`src/rtl/netlist_pkg.sv`:
```
// Shared types and constants for the 3-input/2-output netlist exerciser.
package netlist_pkg;

  localparam int unsigned NUM_VEC       = 8;
  localparam logic [15:0] DEF_EXP_TABLE = 16'h8404;

  typedef enum logic [2:0] {
    IDLE   = 3'd0,
    DRIVE  = 3'd1,
    SETTLE = 3'd2,
    SAMPLE = 3'd3,
    DONE   = 3'd4
  } state_t;

  // Extract the {P,Q} pair for vector idx from a packed response table.
  function automatic logic [1:0] table_pair(input logic [15:0] tbl, input logic [2:0] idx);
    return tbl[{idx, 1'b0} +: 2];
  endfunction

endpackage

```
`src/rtl/settle_timer.sv`:
```
// Loadable down-counter with a registered zero flag; holds at zero.
module settle_timer #(
  parameter int unsigned W = 4
) (
  input  logic         clk,
  input  logic         rst_n,
  input  logic         load,
  input  logic [W-1:0] load_val,
  input  logic         en,
  output logic         zero
);

  logic [W-1:0] cnt_r;

  // Load takes priority over counting; the zero flag tracks the next count value.
  always_ff @(posedge clk or negedge rst_n) begin
    if (!rst_n) begin
      cnt_r <= {W{1'b0}};
      zero  <= 1'b1;
    end else if (load) begin
      cnt_r <= load_val;
      zero  <= (load_val == {W{1'b0}});
    end else if (en && (cnt_r != {W{1'b0}})) begin
      cnt_r <= cnt_r - {{(W-1){1'b0}}, 1'b1};
      zero  <= (cnt_r == {{(W-1){1'b0}}, 1'b1});
    end else begin
      cnt_r <= cnt_r;
      zero  <= zero;
    end
  end

endmodule

```
`src/rtl/netlist_exerciser.sv`:
```
// Sweeps all 8 input vectors through an external 3-in/2-out netlist and
// compares each settled response against an expected table.
module netlist_exerciser
  import netlist_pkg::*;
#(
  parameter int unsigned SETTLE_CYC = 2,
  parameter logic [15:0] EXP_TABLE  = DEF_EXP_TABLE
) (
  input  logic        clk,
  input  logic        rst_n,
  input  logic        start,
  input  logic        abort,
  output logic        drv_a,
  output logic        drv_b,
  output logic        drv_c,
  input  logic        dut_p,
  input  logic        dut_q,
  output logic        busy,
  output logic        done,
  output logic        pass,
  output logic [3:0]  err_count,
  output logic        first_fail_valid,
  output logic [2:0]  first_fail_idx,
  output logic [15:0] resp_log
);

  localparam logic [3:0] SETTLE_INIT = 4'(SETTLE_CYC - 1);
  localparam logic [2:0] LAST_IDX    = 3'(NUM_VEC - 1);

  state_t      state_r;
  logic [2:0]  idx_r;
  logic        timer_load_s;
  logic        timer_en_s;
  logic        timer_zero_s;
  logic [1:0]  sample_s;
  logic        mismatch_s;
  logic [3:0]  err_next_s;
  logic        active_s;

  settle_timer #(.W(4)) u_settle_timer (
    .clk      (clk),
    .rst_n    (rst_n),
    .load     (timer_load_s),
    .load_val (SETTLE_INIT),
    .en       (timer_en_s),
    .zero     (timer_zero_s)
  );

  // Timer control and per-sample compare decode.
  always_comb begin
    timer_load_s = 1'b0;
    timer_en_s   = 1'b0;
    active_s     = 1'b0;
    case (state_r)
      DRIVE:   begin timer_load_s = 1'b1; active_s = 1'b1; end
      SETTLE:  begin timer_en_s   = 1'b1; active_s = 1'b1; end
      SAMPLE:  active_s = 1'b1;
      default: active_s = 1'b0;
    endcase
    sample_s   = {dut_p, dut_q};
    mismatch_s = (sample_s != table_pair(EXP_TABLE, idx_r));
    if (mismatch_s) begin
      err_next_s = err_count + 4'd1;
    end else begin
      err_next_s = err_count;
    end
  end

  // Sweep FSM with all outputs registered.
  always_ff @(posedge clk or negedge rst_n) begin
    if (!rst_n) begin
      state_r          <= IDLE;
      idx_r            <= 3'd0;
      {drv_a, drv_b, drv_c} <= 3'b000;
      busy             <= 1'b0;
      done             <= 1'b0;
      pass             <= 1'b0;
      err_count        <= 4'd0;
      first_fail_valid <= 1'b0;
      first_fail_idx   <= 3'd0;
      resp_log         <= 16'h0000;
    end else begin
      done <= 1'b0;
      if (active_s && abort) begin
        // Aborting discards any sample due this cycle.
        state_r <= DONE;
        busy    <= 1'b0;
        done    <= 1'b1;
        pass    <= 1'b0;
      end else begin
        case (state_r)
          IDLE, DONE: begin
            if (start) begin
              state_r          <= DRIVE;
              busy             <= 1'b1;
              idx_r            <= 3'd0;
              pass             <= 1'b0;
              err_count        <= 4'd0;
              first_fail_valid <= 1'b0;
              first_fail_idx   <= 3'd0;
              resp_log         <= 16'h0000;
            end else begin
              state_r <= IDLE;
            end
          end
          DRIVE: begin
            {drv_a, drv_b, drv_c} <= idx_r;
            state_r <= SETTLE;
          end
          SETTLE: begin
            if (timer_zero_s) begin
              state_r <= SAMPLE;
            end else begin
              state_r <= SETTLE;
            end
          end
          SAMPLE: begin
            resp_log[{idx_r, 1'b0} +: 2] <= sample_s;
            err_count <= err_next_s;
            if (mismatch_s && !first_fail_valid) begin
              first_fail_valid <= 1'b1;
              first_fail_idx   <= idx_r;
            end
            if (idx_r == LAST_IDX) begin
              state_r <= DONE;
              busy    <= 1'b0;
              done    <= 1'b1;
              pass    <= (err_next_s == 4'd0);
            end else begin
              idx_r   <= idx_r + 3'd1;
              state_r <= DRIVE;
            end
          end
          default: begin
            state_r <= IDLE;
            busy    <= 1'b0;
          end
        endcase
      end
    end
  end

endmodule

```
`config.mk`:
```
export PLATFORM = sky130hd
export DESIGN_NAME = netlist_exerciser
export DESIGN_NICKNAME = d
export VERILOG_FILES = /design/src/rtl/netlist_pkg.sv /design/src/rtl/settle_timer.sv /design/src/rtl/netlist_exerciser.sv
export SDC_FILE = /design/constraint.sdc
export NUM_CORES = 1
export LEC_CHECK = 0
export CAP_MARGIN = 20
export CORE_MARGIN = 5
export CORE_UTILIZATION = 57
export DETAILED_ROUTE_END_ITERATION = 10
export PLACE_DENSITY = 0.84
export SYNTH_ARGS = -nofsm -noshare
export SYNTH_HDL_FRONTEND = slang
export SYNTH_HIERARCHICAL = 1
export SYNTH_SLANG_ARGS = --single-unit
export TNS_END_PERCENT = 100
```
`constraint.sdc`:
```
create_clock -name clk -period 3.9 [get_ports clk]
set_input_delay 0.975 -clock clk [delete_from_list [all_inputs] [get_ports clk]]
set_output_delay 0.975 -clock clk [all_outputs]
set_load 0.01 [all_outputs]
```
==> metrics <==
status=complete, no violations; Clock Path Buffers=2; kind of launch point of the worst setup path=input pin; RSZ-0062 raised after global routing=false; Synth area leaders=dfrtp_1 (45%), mux2i_1 (6.3%), ha_1 (6.2%); row count=22; design area=roughly 2700 sq um; Starting Density=60.1%; Hold Crit Class=flop to flop; minimum clock period=between 2000 and 3000 ps; Syn Inst Count=around 220; Die ar.=5270 sq um; setup bufs post-CTS=0; Post-CTS Hold Buffers=0; PnR worst setup slack=1280 ps; GPL Wtd Cong=a little over 0.8; data required time of the worst path=4090 ps; Final Hold Fails=0; worst skew pair latency=about 290 ps; Async SR Flop Fraction=100%; ANT nets after route=0; Reg clk slew, reported paths=roughly 80 ps; H-tree levels=2; Hold Slack=497 ps; post_cts resized=0; Pleak=0.00124 uW; largest net degree at the start of global routing=between 40 and 50; Seq/Total Area, Yosys=between 40% and 50%; Core Area=~3700 sq um; max frequency=roughly 0.38 GHz; clk sinks=around 40; share of cells above drive strength 1=8.43%; peak supply drop=~0.00035 V; Filler cells=slightly below 300; first-pass GRT wire length=between 7000 and 8000 um; number of antenna violations at the first check in global routing=0; Overflow after GRT=0; Post-Place Cell Area=around 2600 sq um; via count=between 1500 and 2000; Die Span Y=approximately 73 um; Final Setup Violations=0; top cell type's share of synthesized area=roughly 45%; worst relative slew slack=a little under two fifths; clk root buf=clkbuf_8; Setup CP Type=input pin to flop; vias in the first global route=between 1500 and 2000; I/O pin cnt=36; Final Cycle Share=about two thirds; drt wl/cell=about 15 um; setup tns final=0 ps; pre-CTS WS=slightly below 1000 ps; Max-Cap Viols=0; post-synth top area cell=dfrtp_1; EDFF count, synth=0; total power=around 1400 uW; Final HPWL DP=approximately 3300 um; Worst Skew=~6.8 ps; die width=about 73 um; Synth Register Bits=a little over 40; CP Data Arrival Time=between 2000 and 3000 ps; CTS tree=done; port bufs=35; Initial DRT Pass Iterations=4; final net count=~280; crit end category=flop; number of library cell types mapped by synthesis=between 40 and 50; Starting DRT DRC Count=around 120; synthesized cell area=roughly 2200 sq um; Total GRT Usage=between 10% and 20%; syn avg cell area=approximately 10 sq um; Post-synth top flop=dfrtp_1; Num CTS Buffers=5; Slew @ Worst Pin=933 ps; Final Max Tran Viols=0; Post-route DRC=0; P per Cell Area=~500 nW/um^2; Warnings, synthesis=6; drt total wl=4560 um; Crit Path Max Fanout=19; Area growth, synth to finish=20.7%; post-DR vias/cell=5.58; # diodes=0
[cells in the final DEF (no fill, tap or decap), types with 5 or more instances in the layout]
cell,instances
a21oi_1,8
conb_1,7
dfrtp_1,40
inv_1,10
clkdlybuf4s50_1,34
nand3_1,7
ha_1,11
clkbuf_8,5
o21ai_1,6
mux2i_1,14
nor2_1,16
mux2_2,5
nor3_1,7
a22o_1,11
nand2_1,29
[metal layers]
metal  share of wire [%]  GRT usage [%]  vias up
met5                   0              0        -
met1                  48           24.5      821
met4                 1.2           5.53        0
li1                    -              -      855
met3                 4.4           4.13        6
met2                  47           31.0       41
[registers in the layout (all words and copies together) (netlist names)]
register,flops
state_r,3
u_settle_timer/cnt_r,4
busy,1
err_count,4
done,1
drv_a,1
resp_log,16
first_fail_idx,3
drv_b,1
idx_r,3
drv_c,1
u_settle_timer/zero,1
pass,1
first_fail_valid,1
[final timing paths]
path                       cells past startpoint  slack, ps                      end  startpoint
setup / recovery                               5       1280                 idx_r[0]       start
hold / removal                                 2        500                     pass        pass
setup reg to reg                               5       1550  u_settle_timer/cnt_r[3]  state_r[1]
hold reg to reg                                2        500                     pass        pass
max in group asynchronous                      1       2540              resp_log[2]       rst_n
min in group asynchronous                      1        800               state_r[1]       rst_n
[logic make-up (layout without fill, tap and decap cells)]
group,count (synthesis),after routing,synth area share [%]
and+or+nand+nor,80,80,17.9
AOI/OAI and AO/OA,46,46,15.5
DFF,41,41,46.0
buffers and inverters,20,54,4.20
muxes,19,19,8.79
adders and majority gates,11,11,6.16
xor gates and xnor gates,3,3,1.18
other,2,7,0.336
[cells in the mapped netlist, drive strengths merged, types with 2 or more instances]
cell type,instances
nand2,30
a211oi,3
clkbuf,5
a32o,2
o21ai,9
a22o,11
mux2,5
nor2b,2
mux2i,14
conb,2
nor3b,3
nand3,7
nor2,16
nand3b,2
inv,10
or3b,2
dfrtp,40
buf,5
ha,11
xnor2,3
nand2b,2
a21oi,8
nor3,7
and2,3
[layout make-up]
cell class | count | area (sq um) | share of cell area (%)
Inverter | 10 | 37.5 | 1.39
Sequential cell | 41 | 1030 | 38.1
Timing Repair Buffer | 36 | 353 | 13.1
Multi-Input combinational cell | 166 | 1130 | 42.0
Tap cell | 48 | 60.1 | 2.23
Clock buffer | 5 | 68.8 | 2.55
Clock inverter | 3 | 17.5 | 0.650
[critical path, cell delays in order]
cell	delay [ps]
clkdlybuf4s50_1	470
or3b_1	660
nand2_2	270
o21ai_1	140
mux2_2	280
[power breakdown]
group	switching, uW	internal (uW)
combinational	272	220
sequential	94.8	494
clock	149	124
[stage by stage]
step / cells / utilization, %
detailed placement: 301 / 70.2
floorplan: 227 / -
CTS: 309 / 72.6
finish: 309 / 72.6
global route: 309 / 72.6
global placement: 301 / 70.2
No activity file was read; power rests on OpenSTA's default activity.
